File: config.mk
export PLATFORM = sky130hd
export DESIGN_NAME = max_pool_2x2_stream
export DESIGN_NICKNAME = d
export VERILOG_FILES = /design/src/rtl/max_pool_2x2_stream.sv
export SDC_FILE = /design/constraint.sdc
export NUM_CORES = 1
export LEC_CHECK = 0
export CORE_ASPECT_RATIO = 0.7
export CORE_UTILIZATION = 49
export CTS_CLUSTER_SIZE = 25
export DETAILED_ROUTE_END_ITERATION = 10
export GPL_TIMING_DRIVEN = 0
export HOLD_SLACK_MARGIN = 0.03
export PLACE_DENSITY = 0.73
export SETUP_SLACK_MARGIN = 0.5
export SYNTH_ARGS = -nofsm -noshare
export SYNTH_HDL_FRONTEND = slang
export SYNTH_SLANG_ARGS = --single-unit
export TNS_END_PERCENT = 20
File: constraint.sdc
create_clock -name clk -period 7.7 [get_ports clk]
set_input_delay 1.925 -clock clk [delete_from_list [all_inputs] [get_ports clk]]
set_output_delay 1.925 -clock clk [all_outputs]
set_load 0.005 [all_outputs]
File: src/rtl/max_pool_2x2_stream.sv
// 2x2 / stride-2 max-pooling over a raster pixel stream.
// Even-row pair maxima wait in a half-row line buffer until the odd row closes each window.
module max_pool_2x2_stream #(
  parameter int DATA_WIDTH = 8,
  parameter int IMG_W      = 26,
  parameter int IMG_H      = 26
) (
  input  logic                  clk,
  input  logic                  reset,
  input  logic                  valid_in,
  input  logic [DATA_WIDTH-1:0] pixel_IN,
  output logic                  valid_out,
  output logic [DATA_WIDTH-1:0] pixel_OUT,
  output logic                  pool_done
);

  localparam int OW = IMG_W / 2;
  localparam int OH = IMG_H / 2;
  localparam int CW = $clog2(IMG_W);
  localparam int RW = $clog2(IMG_H);
  localparam int AW = (OW > 1) ? $clog2(OW) : 1;

  localparam logic [CW-1:0] COL_LAST  = CW'(IMG_W - 1);
  localparam logic [CW-1:0] COL_LASTW = CW'(2 * OW - 1);
  localparam logic [RW-1:0] ROW_LAST  = RW'(IMG_H - 1);
  localparam logic [RW-1:0] ROW_LASTW = RW'(2 * OH - 1);
  localparam logic          ODD_W     = (IMG_W % 2) == 1;
  localparam logic          ODD_H     = (IMG_H % 2) == 1;

  typedef enum logic [1:0] {S_EVEN, S_ODD, S_SKIP} state_t;

  function automatic logic [DATA_WIDTH-1:0] umax(input logic [DATA_WIDTH-1:0] a,
                                                 input logic [DATA_WIDTH-1:0] b);
    return (a > b) ? a : b;
  endfunction

  state_t                  state_q, state_d;
  logic [CW-1:0]           col_q, col_d;
  logic [RW-1:0]           row_q, row_d;
  logic [DATA_WIDTH-1:0]   pair_q, pair_d;
  logic                    vout_q, vout_d;
  logic [DATA_WIDTH-1:0]   pout_q, pout_d;
  logic                    done_q, done_d;

  logic [DATA_WIDTH-1:0]   lb_q [OW];
  logic [AW-1:0]           lb_addr;
  logic                    lb_we;
  logic [DATA_WIDTH-1:0]   pair_max;
  logic [DATA_WIDTH-1:0]   win_max;
  logic                    in_win;

  assign lb_addr  = AW'(col_q >> 1);
  assign pair_max = umax(pair_q, pixel_IN);
  assign win_max  = umax(lb_q[lb_addr], pair_max);
  // An odd frame width leaves a trailing column that belongs to no window.
  assign in_win   = !(ODD_W && (col_q == COL_LAST));

  always_comb begin
    state_d = state_q;
    col_d   = col_q;
    row_d   = row_q;
    pair_d  = pair_q;
    pout_d  = pout_q;
    vout_d  = 1'b0;
    done_d  = 1'b0;
    lb_we   = 1'b0;
    if (valid_in) begin
      if (in_win) begin
        unique case (state_q)
          S_EVEN: begin
            if (!col_q[0]) pair_d = pixel_IN;
            else           lb_we  = 1'b1;
          end
          S_ODD: begin
            if (!col_q[0]) begin
              pair_d = pixel_IN;
            end else begin
              vout_d = 1'b1;
              pout_d = win_max;
              done_d = (row_q == ROW_LASTW) && (col_q == COL_LASTW);
            end
          end
          default: ;
        endcase
      end
      if (col_q == COL_LAST) begin
        col_d = '0;
        unique case (state_q)
          S_EVEN: begin
            state_d = S_ODD;
            row_d   = row_q + 1'b1;
          end
          S_ODD: begin
            if (row_q == ROW_LAST) begin
              state_d = S_EVEN;
              row_d   = '0;
            end else if (ODD_H && ((row_q + 1'b1) == ROW_LAST)) begin
              state_d = S_SKIP;
              row_d   = row_q + 1'b1;
            end else begin
              state_d = S_EVEN;
              row_d   = row_q + 1'b1;
            end
          end
          default: begin
            state_d = S_EVEN;
            row_d   = '0;
          end
        endcase
      end else begin
        col_d = col_q + 1'b1;
      end
    end
  end

  always_ff @(posedge clk) begin
    if (!reset) begin
      state_q <= S_EVEN;
      col_q   <= '0;
      row_q   <= '0;
      pair_q  <= '0;
      vout_q  <= 1'b0;
      pout_q  <= '0;
      done_q  <= 1'b0;
    end else begin
      state_q <= state_d;
      col_q   <= col_d;
      row_q   <= row_d;
      pair_q  <= pair_d;
      vout_q  <= vout_d;
      pout_q  <= pout_d;
      done_q  <= done_d;
    end
  end

  // Line buffer carries no reset: every entry is written on an even row before it is read.
  always_ff @(posedge clk) begin
    if (lb_we) lb_q[lb_addr] <= pair_max;
  end

  assign valid_out = vout_q;
  assign pixel_OUT = pout_q;
  assign pool_done = done_q;

endmodule

==> flow_summary.toml <==
[finish]
design_area_sq_um = 6853
drive_gt1_share_pct = 16.59
n_fill_cell = 811
nets = 458
antenna_cells = 0
regArea_sq_um = 3784
area_growth_pct = 18.24
multiInputGateArea_sq_um = 1857
instances_no_fill = 593

[global_route]
grt_pass1_vias = 3437
grt_start_max_net_pins = 17
grt_pass1_wl_um = 19170
grtUsageTotal_pct = 21.97
antenna_found_initial = 0
overflow = 0

[placement]
hpwl_um = 8152
place.gp.congestion = 0.8290
placed_cells = 561
port-buffer-count = 20
dpl-instance-area_sq_um = 6213

[logic_synthesis]
syn_area_per_cell_sq_um = 15.01
synth_edf_count = 104
synthFlopType = "edfxtp_1"
synth_cell_types = 41
syn-cell-area_sq_um = 5796
yosysSeqAreaShare_pct = 65.28
synth_fp_nets = 417
synth_cells = 386
yosysWarnings = 0
async_flop_share_pct = 0
synth-seq-cells = 137

[pwr]
finalPower_mw = 1.793
combPwrFrac_pct = 6.3
power_density_nw_per_um2 = 261.6
pwr-share-seq_pct = 45.3
p_sw_mw = 0.3877
ir_drop_mv = 0.1665
swShare_pct = 21.63
p_int_mw = 1.405
power.leakage_nw = 2.382
clock_power_share_pct = 48.3

[cts]
hold_buffers = 0
cts_tree = "yes"
clk_pin_slew_ns = 0.06
cts_sinks = 137
insertion_delay_ns = 0.42
postCtsSetupBuffers = 0
cts-buffers-inserted = 17
cts_buffer_depth = 2
ctsHtreeMaxLevel = 4
clock-root-buffer = "clkbuf_16"
cts.repair.resized = 0

[critical_path]
cp_slowest_cell = "mux2_2"
critPathLaunchType = "input port"
rr_startpoint = "pair_q[1]$_SDFFE_PN0P_"
worstPathBufferInverterCount = 4
crit_start = "pixel_IN[1]"
setup.worst_path.class = "in2reg"
arrival_ns = 5.87
end_kind = "register"
cp_cell_sequence = "clkdlybuf4s50_1 -> inv_1 -> ha_1 -> nor2b_1 -> o211ai_1 -> a21oi_1 -> o22ai_2 -> mux2_2 -> inv_1 -> ha_1 -> nor2b_1 -> o211ai_1 -> a21oi_1 -> o31a_1 -> and2_1 -> clkbuf_1 -> a221o_1"
cp_max_fo = 15
crit_family = "compound AO/OA/AOI/OAI gates"
slowest_delay_ns = 0.54
cp.required_ns = 8.00

[die]
initial_utilization_pct = 51.51
rows = 32
dieArea_sq_um = 12270
fp.dieW_um = 132.0
die_h_um = 92.99
core-area_sq_um = 11250
io_pins = 21

[routing]
routedWlPerCell_um = 20.86
remaining_drc_errors = 0
vias = 3416
viasPerCell = 5.761
first_pass_iters = 5
drt_iter0_drc = 459
postRouteAntennaNets = 0
drt-total-wl_um = 12370

[sta]
hold_ws_ns = 0.4702
fin_skew_ns = 0.01287
grt_setup_unrepaired = "false"
setup_violations = 0
fmax_mhz = 179.5
period_share_pct = 72.37
max-slew-margin-rel_pct = 3.643
hold_viol = 0
timing.final.crit_period_ns = 5.572
final_max_slew_viol_count = 0
tightestPinTransition_ns = 1.434
tns_ns = 0

[run]
max_cap_viol_count = 0

[hold_path]
hold_class = "reg2reg"
min_from = "pair_q[7]$_SDFFE_PN0P_"

[outcome]
status = "finished, final reports clean"
## flip-flops by register name, indices dropped and copies added, names as in the netlist, named ones only
| name | flops |
|---|---|
| lb_q | 104 |
| pair_q | 8 |
| col_q | 5 |
| pixel_OUT | 8 |
| pool_done | 1 |
| state_q | 1 |
| valid_out | 1 |
| row_q | 5 |
## cell usage after synthesis, types with 3 or more instances
cell type,count,area (sq um)
nor2_1,25,93.84
mux2i_1,9,90.09
dfxtp_1,33,660.6
and2_1,3,18.77
mux2_2,9,101.4
nor2b_1,6,37.54
a211oi_1,5,37.54
nand2_1,28,105.1
mux4_1,5,131.4
xor2_1,6,52.55
inv_1,19,71.32
nand2b_1,5,31.28
a221o_1,7,70.07
nor3_1,3,15.01
clkbuf_1,8,30.03
o21ai_0,4,20.02
o22ai_1,4,25.02
a21oi_1,21,105.1
edfxtp_1,104,3123
o211ai_1,3,22.52
nand4_1,11,68.82
ha_1,20,250.2
mux4_2,19,427.9
and3_1,7,43.79
## cells in the final DEF (no fill, tap or decap), drive strengths merged
cell and n:
a211oi 5, a21oi 22, a221o 7, and2 3, and3 7, buf 9
bufinv 3, clkbuf 29, clkdlybuf4s50 20, clkinv 7, clkinvlp 1, dfxtp 33
edfxtp 104, ha 20, inv 21, mux2 9, mux2i 9, mux4 24
nand2 28, nand2b 5, nand3 2, nand3b 1, nand4 11, nor2 25
nor2b 6, nor3 3, nor3b 1, nor4 1, o211ai 3, o21ai 4
o22ai 5, o31a 1, or2 2, or3 1, xnor2 2, xor2 6
## tightest hold or removal path: cells and delay by family, from the launching register on
kind	cells	cell delay, ns
flip-flops	1	0.32
AND/OR/NAND/NOR	1	0.05
AO/OA/AOI/OAI	1	0.05
## kinds of logic after synthesis
group                    Yosys count  share of synthesized area (%)
multiplexers                      42                          12.95
AO/OA/AOI/OAI                     47                          5.354
buffers and inverters             36                          2.871
adder cells (fa/ha/maj)           20                          4.318
XOR/XNOR                           8                          1.209
AND/OR/NAND/NOR                   96                          8.010
flip-flops                       137                          65.28
## final cells by class
class,instances,area share [%]
timing repair buffer,22,3.140
sequential,137,55.21
clock buffer,20,6.993
multi-input combinational,213,27.10
buffer,16,1.333
tap,153,2.794
clock inverter,12,2.337
inverter,20,1.095
## power by group through the flow
stage          Combinational, mW  Sequential (mW)  Clock, mW
2_1_floorplan             0.0761            0.827          0
3_3_place_gp               0.107            0.828          0
3_5_place_dp               0.112            0.828          0
4_1_cts                    0.114            0.813      0.872
5_1_grt                    0.125            0.813      0.902
6_report                   0.113            0.813      0.866
## through the flow
stage / worst slack (ns) / utilization (%)
after floorplan: 2.744 / -
after global placement: 1.864 / 54.99
after detailed placement: 1.788 / 55.23
after CTS: 2.154 / 60.91
after global routing: 1.923 / 60.91
final: 2.128 / 60.91
## path summary, 6_finish.rpt
kind,slack [ns],cells after the start,end
min reg2reg,0.47,2,pair_q[7]$_SDFFE_PN0P_
min,0.47,2,pair_q[7]$_SDFFE_PN0P_
max,2.13,17,pixel_OUT[2]$_SDFFE_PN0P_
max reg2reg,3.91,15,pixel_OUT[2]$_SDFFE_PN0P_
## layer usage
layer / routed length [um] / vias up / part of all wire [%] / GRT usage [%]
met1: 5677 / 1729 / 46 / 29.79
met4: 171 / 0 / 1.4 / 9.205
met5: 0 / - / 0 / 0
met3: 612 / 17 / 4.9 / 4.878
met2: 5908 / 105 / 48 / 34.57
li1: - / 1565 / - / -
(Power assumes the default switching activity.)
